===== src/rtl/cpu_fetch_pkg.sv =====
// rtl/cpu_fetch_pkg.sv - shared constants and types for the CPU fetch stage
package cpu_fetch_pkg;

    localparam int          CPU_W_ADDR       = 16;
    localparam logic [15:0] CPU_RESET_VECTOR = 16'h0000;
    localparam logic [15:0] CPU_IRQ_VECTOR   = 16'h0100;
    localparam logic [15:0] CPU_NOP_INSN     = 16'h0000;

    // Which source supplies the next fetch PC, highest priority first after SEQ
    typedef enum logic [1:0] {
        SEL_SEQ  = 2'd0,
        SEL_BR   = 2'd1,
        SEL_IRET = 2'd2,
        SEL_IRQ  = 2'd3
    } redirect_e;

endpackage


===== src/rtl/cpu_pc_sel.sv =====
// rtl/cpu_pc_sel.sv - combinational priority redirect mux for the fetch PC
module cpu_pc_sel
    import cpu_fetch_pkg::*;
#(
    parameter int                W_ADDR     = CPU_W_ADDR,
    parameter logic [W_ADDR-1:0] IRQ_VECTOR = W_ADDR'(CPU_IRQ_VECTOR)
) (
    input  logic              i_br_taken,
    input  logic [W_ADDR-1:0] i_br_target,
    input  logic              i_iret,
    input  logic              i_irq_req,
    input  logic              i_in_irq,
    input  logic [W_ADDR-1:0] i_pc_f,
    input  logic [W_ADDR-1:0] i_ret_pc,
    output logic [W_ADDR-1:0] o_next_pc,
    output logic              o_annul,
    output logic              o_irq_take,
    output logic              o_iret_take
);

    redirect_e         w_sel;
    logic [W_ADDR-1:0] w_target;

    // Instructions are halfword aligned, so the target's low bit is dropped
    assign w_target = i_br_target & {{(W_ADDR-1){1'b1}}, 1'b0};

    // Branch beats IRQ return beats IRQ entry; IRQ return and entry are
    // only meaningful on the matching side of the in-handler flag
    always_comb begin
        w_sel = SEL_SEQ;
        if (i_br_taken) begin
            w_sel = SEL_BR;
        end else if (i_iret && i_in_irq) begin
            w_sel = SEL_IRET;
        end else if (i_irq_req && !i_in_irq) begin
            w_sel = SEL_IRQ;
        end
    end

    // Next fetch address for the chosen source; sequential wraps modulo 2^W_ADDR
    always_comb begin
        o_next_pc = i_pc_f + W_ADDR'(2);
        case (w_sel)
            SEL_BR:   o_next_pc = w_target;
            SEL_IRET: o_next_pc = i_ret_pc;
            SEL_IRQ:  o_next_pc = IRQ_VECTOR;
            default:  o_next_pc = i_pc_f + W_ADDR'(2);
        endcase
    end

    assign o_annul     = (w_sel != SEL_SEQ);
    assign o_irq_take  = (w_sel == SEL_IRQ);
    assign o_iret_take = (w_sel == SEL_IRET);

endmodule


===== src/rtl/cpu_fetch.sv =====
// rtl/cpu_fetch.sv - instruction fetch stage: fetch PC, instruction register, IRQ entry/return
module cpu_fetch
    import cpu_fetch_pkg::*;
#(
    parameter int                W_ADDR       = CPU_W_ADDR,
    parameter logic [W_ADDR-1:0] RESET_VECTOR = W_ADDR'(CPU_RESET_VECTOR),
    parameter logic [W_ADDR-1:0] IRQ_VECTOR   = W_ADDR'(CPU_IRQ_VECTOR),
    parameter logic [15:0]       NOP_INSN     = CPU_NOP_INSN
) (
    input  logic              i_clk,
    input  logic              i_rst,
    input  logic              i_insn_ce,
    input  logic              i_br_taken,
    input  logic [W_ADDR-1:0] i_br_target,
    input  logic              i_irq_req,
    input  logic              i_iret,
    output logic [W_ADDR-1:0] o_imem_addr,
    input  logic [15:0]       i_imem_data,
    output logic [15:0]       o_insn_q,
    output logic [W_ADDR-1:0] o_pc,
    output logic              o_in_irq,
    output logic              o_irq_ack
);

    logic [W_ADDR-1:0] r_pc_f;
    logic [W_ADDR-1:0] r_pc;
    logic [W_ADDR-1:0] r_ret_pc;
    logic [15:0]       r_insn_q;
    logic              r_in_irq;
    logic              r_irq_ack;

    logic [W_ADDR-1:0] w_next_pc;
    logic              w_annul;
    logic              w_irq_take;
    logic              w_iret_take;

    cpu_pc_sel #(
        .W_ADDR     (W_ADDR),
        .IRQ_VECTOR (IRQ_VECTOR)
    ) u_pc_sel (
        .i_br_taken  (i_br_taken),
        .i_br_target (i_br_target),
        .i_iret      (i_iret),
        .i_irq_req   (i_irq_req),
        .i_in_irq    (r_in_irq),
        .i_pc_f      (r_pc_f),
        .i_ret_pc    (r_ret_pc),
        .o_next_pc   (w_next_pc),
        .o_annul     (w_annul),
        .o_irq_take  (w_irq_take),
        .o_iret_take (w_iret_take)
    );

    // Advance the stage when enabled; a redirect squashes the word fetched this cycle
    always_ff @(posedge i_clk) begin
        if (i_rst) begin
            r_pc_f    <= RESET_VECTOR;
            r_pc      <= RESET_VECTOR;
            r_ret_pc  <= '0;
            r_insn_q  <= NOP_INSN;
            r_in_irq  <= 1'b0;
            r_irq_ack <= 1'b0;
        end else if (i_insn_ce) begin
            r_pc_f    <= w_next_pc;
            r_pc      <= r_pc_f;
            r_insn_q  <= w_annul ? NOP_INSN : i_imem_data;
            r_irq_ack <= w_irq_take;
            if (w_irq_take) begin
                // The annulled word is the first one the handler must resume at
                r_ret_pc <= r_pc_f;
                r_in_irq <= 1'b1;
            end else if (w_iret_take) begin
                r_in_irq <= 1'b0;
            end
        end else begin
            r_irq_ack <= 1'b0;
        end
    end

    assign o_imem_addr = r_pc_f;
    assign o_insn_q    = r_insn_q;
    assign o_pc        = r_pc;
    assign o_in_irq    = r_in_irq;
    assign o_irq_ack   = r_irq_ack;

endmodule

===== config.mk =====
export PLATFORM = sky130hd
export DESIGN_NAME = cpu_fetch
export DESIGN_NICKNAME = d
export VERILOG_FILES = /design/src/rtl/cpu_fetch_pkg.sv /design/src/rtl/cpu_pc_sel.sv /design/src/rtl/cpu_fetch.sv
export SDC_FILE = /design/constraint.sdc
export NUM_CORES = 1
export LEC_CHECK = 0
export ABC_AREA = 0
export CAP_MARGIN = 20
export CORE_ASPECT_RATIO = 1.2
export CORE_UTILIZATION = 50
export DETAILED_ROUTE_END_ITERATION = 6
export PLACE_DENSITY = 0.95
export SYNTH_ARGS = -nofsm -noshare
export SYNTH_HDL_FRONTEND = slang
export SYNTH_SLANG_ARGS = --single-unit

===== constraint.sdc =====
create_clock -name i_clk -period 4.7 [get_ports i_clk]
set_input_delay 0.94 -clock i_clk [delete_from_list [all_inputs] [get_ports i_clk]]
set_output_delay 0.94 -clock i_clk [all_outputs]
set_load 0.03 [all_outputs]

# Yosys cells after proc, flatten, opt, wreduce, memory -nomap -nowiden
# Cells that the tools add are included.
[op_classes] n_reduce_logical=8 eq_ne=3 n_addsub=1 muxes=7 bitwise_logic=1
[ops] op="16-bit one-hot mux with 3 select lines" n=1
[ops] op="16-bit by 2-bit adder with 16-bit output, second input constant" n=1
[ops] op="16-bit two-way mux" n=1
[ops] op="2-bit two-way mux" n=3
[ops] op="2-bit equality test, second input constant" n=2
[ops] op="2-bit AND reduction" n=2
[ops] op="2-bit nonzero test" n=2
[ops] op="2-bit by 1-bit equality test with 1-bit output, second input constant" n=1
[ops] op="1-bit logical AND" n=2
[ops] op="1-bit two-way mux" n=2
[ops] op="2-bit OR reduction" n=1
[ops] op="1-bit logical NOT" n=1
[ops] op="1-bit inverter" n=1
[word_totals] inputBits=38 ff_bits=66 output_inout_bits=50

# Longest topological paths before layout
# Gate-level depths: netlist (run 1).
[logic_depth] depth_word=8 ltp_mapped=7 mapped_depth_nobuf=5

# By module
# Synthesis (run 1) repeated with hierarchy kept, for this count alone.
[hier_totals] cells_unflattened=342 hier_area_um2=3228.1
[modules_own_cells] mod="cpu_fetch" cells_each=253 area_each_um2=2603.7 n_inst=1 seq_area_each_um2=1321.3
[modules_own_cells] mod="cpu_pc_sel" cells_each=89 area_each_um2=624.3 n_inst=1 seq_area_each_um2=0.0

# Worst setup path after synthesis (run 1)
# Ideal clock, no wire load.
[synth_timing] kind="input to register" start="input port i_insn_ce" end="register r_ret_pc[0]" setup_time_ns=0.132 arrival_time_ns=1.891 required_ns=4.568 path_slack_ns=2.676 stages=6 n_path_buf=2 path_cell_list="buf_2 -> nor2b_1 -> nand3b_1 -> clkbuf_1 -> nand2_1 -> a21oi_1"
[synth_via] elab_chain_cells=1
[synth_lines] item="from (decl)" line_no="cpu_fetch.sv:12" source="input logic i_insn_ce,"
[synth_lines] item="2-bit AND reduction (no source line)"
[synth_lines] item="to (signal assigned)" line_no="cpu_fetch.sv:70" source="r_ret_pc <= r_pc_f;"
[synth_lines] item="to (decl)" line_no="cpu_fetch.sv:27" source="logic [W_ADDR-1:0] r_ret_pc;"
# No other way between the ends.
# A chain may end at the register's enable or synchronous reset.

# Final worst setup path (run 1)
[layout_timing] start="input port i_br_taken" end="register r_ret_pc[5]"
[layout_via] elab_chain_cells=3
[layout_lines] item="from (decl)" line_no="cpu_fetch.sv:13" source="input logic i_br_taken,"
[layout_lines] item="2-bit two-way mux" line_no="cpu_pc_sel.sv:31" source="if (i_br_taken) begin"
[layout_lines] item="2-bit equality test" line_no="cpu_pc_sel.sv:52" source="assign o_irq_take = (w_sel == SEL_IRQ);"
[layout_lines] item="2-bit AND reduction (no source line)"
# No other way between the ends.

==> impl_metrics.toml, run 1 <==
[status]
status = "finished clean"

[power]
pwr-share-comb = 0.141
p_sw_frac = 0.262
p_leak_nw = 1.41
power_mw = 1.32
seq_power_share = 0.456
ir_drop_uv = 221
clkPwrFrac = 0.403
p_int_uw = 971
p_sw_uw = 344
power.density_nw_per_um2 = 334

[detailed_routing]
drc = 0
dr.first_iter.drc_count = 434
route.vias.total = 2975
drtAntennaViolNets = 0
drt_first_pass_iters = 6
wire_per_inst_um = 16.5
via_per_inst = 6.10
drt_wl_total_um = 8060

[logic_synthesis]
synth_area_leader_cell = "dfxtp_1"
synth_area_leaders = "dfxtp_1 (45%), nand2_1 (8.0%), a21oi_1 (6.5%)"
synth_area_um2 = 2920
synth_common_cells = "dfxtp_1 (66), nand2_1 (62), a21oi_1 (38)"
syn_nets = 389
yosys_warnings = 0
synth_top_area_frac = 0.452
synth-edff-count = 0
synth_xor_area_frac = 0.00300
yosys.area_share.simple = 0.236
synth_compound_area_frac = 0.182
async_flop_share = 0
synth_top_family_by_area = "simple AND/OR/NAND/NOR gates"
synth_cells = 350
yosysSeqAreaShare = 0.452
synth_most_common_cell = "dfxtp_1"
synthAdderAreaFrac = 0.00428
synth_ff_type = "dfxtp_1"
ys_types = 53
ys_ff_latch = 66
synth_mux_area_frac = 0.0634
syn_area_per_cell_um2 = 8.34

[sta]
relSlewSlack = 0.306
layout_min_cycle_time_ns = 2.88
final.setup.tns_ns = 0
rsz0062_at_grt = "false"
skew_ns = 0.00843
hold_viol_final = 0
fin_crit_sh = 0.612
tightest_slew_ns = 1.04
setup_viol = 0
max_freq_ghz = 0.348
drv_slew = 0

[floorplanning]
die_h_um = 85.7
core_area_um2 = 5630
die-area_um2 = 6150
rows = 30
die_x_um = 71.8
ios = 88
initial_core_util = 0.519

[cts]
cts.reportedPaths.clkPinSlew_ns = 0.07
clock_latency_ns = 0.35
htree_levels = 3
postCtsHoldBufs = 0
clockRootBuffer = "clkbuf_8"
postCtsResizedCells = 0
clk_path_buf_depth = 2
cts_sinks = 66
cts_tree = "built"
post-cts-setup-buffer-count = 0
numCtsBuffers = 9

[global_routing]
track_usage = 0.268
grt_pass1_wl_um = 12900
antenna_found_initial = 0
grt_max_degree = 64
grt.overflow.total = 0
grt_pass1_vias = 2690

[worst_hold_path]
min-delay-path-class = "reg -> reg"
worstHoldPathCells = 2

[worst_setup_path]
critPathKind = "in -> reg"
cp_data_required_time_ns = 4.90
critical_path_arrival_ns = 3.07
endpoint_kind = "register"
r2r_cells = 4
critPathMaxFanout = 17
critPathLaunchType = "input port"

[finish]
insertedDiodeCount = 0
drive_above_1_share = 0.0637
multiInputGateArea_um2 = 1430
fill_cells = 437
register_area_um2 = 1320
finalNetCount = 458
area_delta_synth_final_pct = 35.0

[place]
io_buffers = 86
post-dp-hpwl_um = 5010
place_congestion = 0.874

[job]
drv_cap = 0
==> logic make-up after synthesis <==
logic type / count (synthesis)
buf+inv: 37
compound gates: 81
xor+xnor: 1
simple gates: 146
fa+ha+maj: 1
mux: 18
flops: 66
==> cells in the final DEF (no fill, tap or decap), types with 8 or more instances in the layout <==
master / netlist / final
dfxtp_1: 66 / 66
clkbuf_8: 0 / 10
nand2_1: 62 / 62
clkdlybuf4s50_1: 0 / 84
nor2_1: 23 / 23
nand3_1: 25 / 25
o21ai_0: 8 / 8
mux2i_1: 16 / 16
a21oi_1: 38 / 38
nand4_1: 8 / 8
==> path summary, 6_finish.rpt <==
kind / from / end / slack (ns)
worst max-delay path: i_br_taken / r_ret_pc[5] / 1.82
worst min-delay path: r_ret_pc[8] / r_ret_pc[8] / 0.45
worst max register to register: o_in_irq / o_imem_addr[14] / 2.68
worst min register to register: r_ret_pc[8] / r_ret_pc[8] / 0.45
==> power by group through the flow <==
stage          registers, mW  clock network (mW)  logic, mW
5_1_grt                0.603               0.555      0.198
2_1_floorplan          0.636                   0     0.0798
3_5_place_dp           0.612                   0      0.183
3_3_place_gp           0.611                   0      0.179
6_report               0.600               0.530      0.185
4_1_cts                0.599               0.530      0.184
==> flip-flops by register name, summed over array words and instances (netlist names) <==
name / count
o_pc: 16
r_ret_pc: 16
o_in_irq: 1
o_insn_q: 16
o_imem_addr: 16
o_irq_ack: 1
==> routing by layer <==
layer,track usage,vias up,routed length (um)
met3,0.0705,14,777
met1,0.322,1393,3160
met5,0,-,0
met4,0.143,0,141
li1,-,1388,-
met2,0.437,180,3980
==> stage by stage <==
stage	cell area (um2)	util	std cells	hold slack (ns)	setup slack [ns]
2_1_floorplan	2920	-	350	0.431	2.68
3_3_place_gp	3720	0.661	472	0.437	1.63
3_5_place_dp	3720	0.661	472	0.443	1.57
4_1_cts	3940	0.700	488	0.453	1.87
5_1_grt	3940	0.700	488	0.464	1.67
6_report	3940	0.700	488	0.451	1.82
==> worst max-delay path, stage by stage <==
cell,delay [ns]
clkdlybuf4s50_1,0.68
nor2b_1,0.42
nand3b_1,0.62
nand2_1,0.29
a21oi_1,0.11
==> layout make-up <==
class | count | share of cell area
Multi-Input combinational cell | 247 | 0.362
Tap cell | 64 | 0.0203
Clock buffer | 11 | 0.0359
Sequential cell | 66 | 0.335
Clock inverter | 5 | 0.0197
Inverter | 6 | 0.00571
Timing Repair Buffer | 89 | 0.222
Power figures use the tool's default switching activity.
==> run 2, diff against run 1 <==
--- a/config.mk
+++ b/config.mk
@@ -8,9 +8,9 @@
 export ABC_AREA = 0
 export CAP_MARGIN = 20
 export CORE_ASPECT_RATIO = 1.2
-export CORE_UTILIZATION = 50
+export CORE_UTILIZATION = 42
 export DETAILED_ROUTE_END_ITERATION = 6
-export PLACE_DENSITY = 0.95
+export PLACE_DENSITY = 0.88
 export SYNTH_ARGS = -nofsm -noshare
 export SYNTH_HDL_FRONTEND = slang
 export SYNTH_SLANG_ARGS = --single-unit
==> constraint.sdc (replaced) <==
create_clock -name i_clk -period 2.3 [get_ports i_clk]
set_input_delay 0.46 -clock i_clk [delete_from_list [all_inputs] [get_ports i_clk]]
set_output_delay 0.46 -clock i_clk [all_outputs]
set_load 0.03 [all_outputs]
==> run 2 against run 1 <==
Global-route usage fell by 3.7 points. Non-clock buffer count rose by 7. Count of clock-buffer cells in the layout rose by 1. Critical path depth fell by 4. Largest cell class unchanged. Wire length rose by 1.6%. Die area rose by 19%. Largest power group unchanged. Flip-flop and latch count did not move.
==> impl_metrics.toml, run 2 (synthesis results as in run 1) <==
[status]
status = "finished clean"

[worst_setup_path]
crit_slowest_cell = "clkdlybuf4s50_1"
critPathLaunchType = "register"
path_delay_family = "buffers and inverters"
max_stage_delay_ns = 0.75
r2r_cells = 4
cp_data_required_time_ns = 1.84
crit_cells = 1
critPathKind = "reg -> out"
critical_path_arrival_ns = 1.67
r2r_end = "o_imem_addr[13]"
cp_cell_sequence = "clkdlybuf4s50_1"
critPathMaxFanout = 10
endpoint = "o_imem_addr[11]"
crit_start = "o_imem_addr[11]"
endpoint_kind = "output pin"
r2r_slack_ns = 0.44
r2r_start = "o_imem_addr[5]"
worst-path-buf-inv = 1

[global_routing]
grt_max_degree = 63
track_usage = 0.231
grt_pass1_wl_um = 13100
antenna_found_initial = 0
grt.overflow.total = 0
grt_pass1_vias = 2748

[cts]
cts_sinks = 66
cts_tree = "built"
post-cts-setup-buffer-count = 0
postCtsHoldBufs = 0
clockRootBuffer = "clkbuf_8"
numCtsBuffers = 9
htree_levels = 3
clock_latency_ns = 0.33
cts.reportedPaths.clkPinSlew_ns = 0.07
clk_path_buf_depth = 2
postCtsResizedCells = 0

[worst_hold_path]
min-delay-path-class = "reg -> reg"

[sta]
layout_min_cycle_time_ns = 2.13
fin_crit_sh = 0.927
rsz0062_at_grt = "false"
tightest_slew_ns = 0.643
relSlewSlack = 0.571
final.setup.tns_ns = 0
hold_viol_final = 0
drv_slew = 0
max_freq_ghz = 0.469
skew_ns = 0.0111
setup_viol = 0

[finish]
insertedDiodeCount = 0
final_common_cell = "clkdlybuf4s50_1"
fill_cells = 600
finalNetCount = 465
drive_above_1_share = 0.0789
stdcell_count = 516
final_cell_mix = "clkdlybuf4s50_1 (84), dfxtp_1 (66), nand2_1 (62)"
area_delta_synth_final_pct = 38.5

[detailed_routing]
dr.first_iter.drc_count = 362
wire_per_inst_um = 15.9
drt_first_pass_iters = 7
drt_wl_total_um = 8180
route.vias.total = 2965
drtAntennaViolNets = 0
via_per_inst = 5.75
drc = 0

[floorplanning]
core_area_um2 = 6570
ios = 88
die-area_um2 = 7290
rows = 32
die_x_um = 78.1
initial_core_util = 0.445
die_h_um = 93.3

[place]
dp.cells = 500
io_buffers = 86
post-dp-hpwl_um = 5450
place_congestion = 0.867

[power]
p_leak_nw = 1.45
power.density_nw_per_um2 = 647
ir_drop_uv = 448

[job]
drv_cap = 0
==> run 2: changes by cell type in the layout (fill, tap and decap cells not counted) <==
cell / change
clkinvlp_4: +1
bufinv_16: -1
buf_4: +4
buf_12: +3
clkinv_2: -1
clkbuf_8: +1
==> run 2: worst min-delay path by stage <==
stage                startpoint          end  slack (ns)  depth (start not counted)
floorplan           r_ret_pc[8]  r_ret_pc[8]        0.43                          2
global placement    r_ret_pc[8]  r_ret_pc[8]        0.44                          2
detailed placement  r_ret_pc[2]  r_ret_pc[2]        0.45                          2
CTS                 r_ret_pc[2]  r_ret_pc[2]        0.46                          2
global route        r_ret_pc[2]  r_ret_pc[2]        0.48                          2
finish              r_ret_pc[2]  r_ret_pc[2]        0.46                          2
==> run 2: routing by layer <==
| metal | share of wire | GRT usage | wire length (um) | vias to the layer above |
|---|---|---|---|---|
| li1 | - | - | - | 1402 |
| met1 | 0.40 | 0.286 | 3310 | 1379 |
| met2 | 0.49 | 0.374 | 4040 | 164 |
| met3 | 0.080 | 0.0527 | 656 | 20 |
| met4 | 0.021 | 0.116 | 170 | 0 |
| met5 | 0 | 0 | 0 | - |
==> run 2: area by class of cell <==
class	count	area (um2)	share of cell area
Multi-Input combinational cell	247	1430	0.353
Sequential cell	66	1320	0.327
Timing Repair Buffer	96	963	0.238
Clock buffer	12	155	0.0384
Tap cell	85	106	0.0263
Clock inverter	4	50.0	0.0124
Inverter	6	22.5	0.00557
==> run 2: power by group <==
group | switching, mW | internal (mW) | leakage, nW
sequential | 0.0461 | 1.18 | 0.536
combinational | 0.213 | 0.182 | 0.812
clock | 0.438 | 0.559 | 0.0986
==> run 2: through the flow <==
stage	utilization	hold WS [ns]	total power, mW	setup slack, ns	cell area, um2
after detailed placement	0.585	0.446	1.64	0.117	3840
after global placement	0.585	0.438	1.63	0.121	3840
after CTS	0.616	0.456	2.64	0.199	4050
final	0.616	0.458	2.62	0.169	4050
after global routing	0.616	0.478	2.73	0.160	4050
after floorplan	-	0.431	1.46	0.596	2920
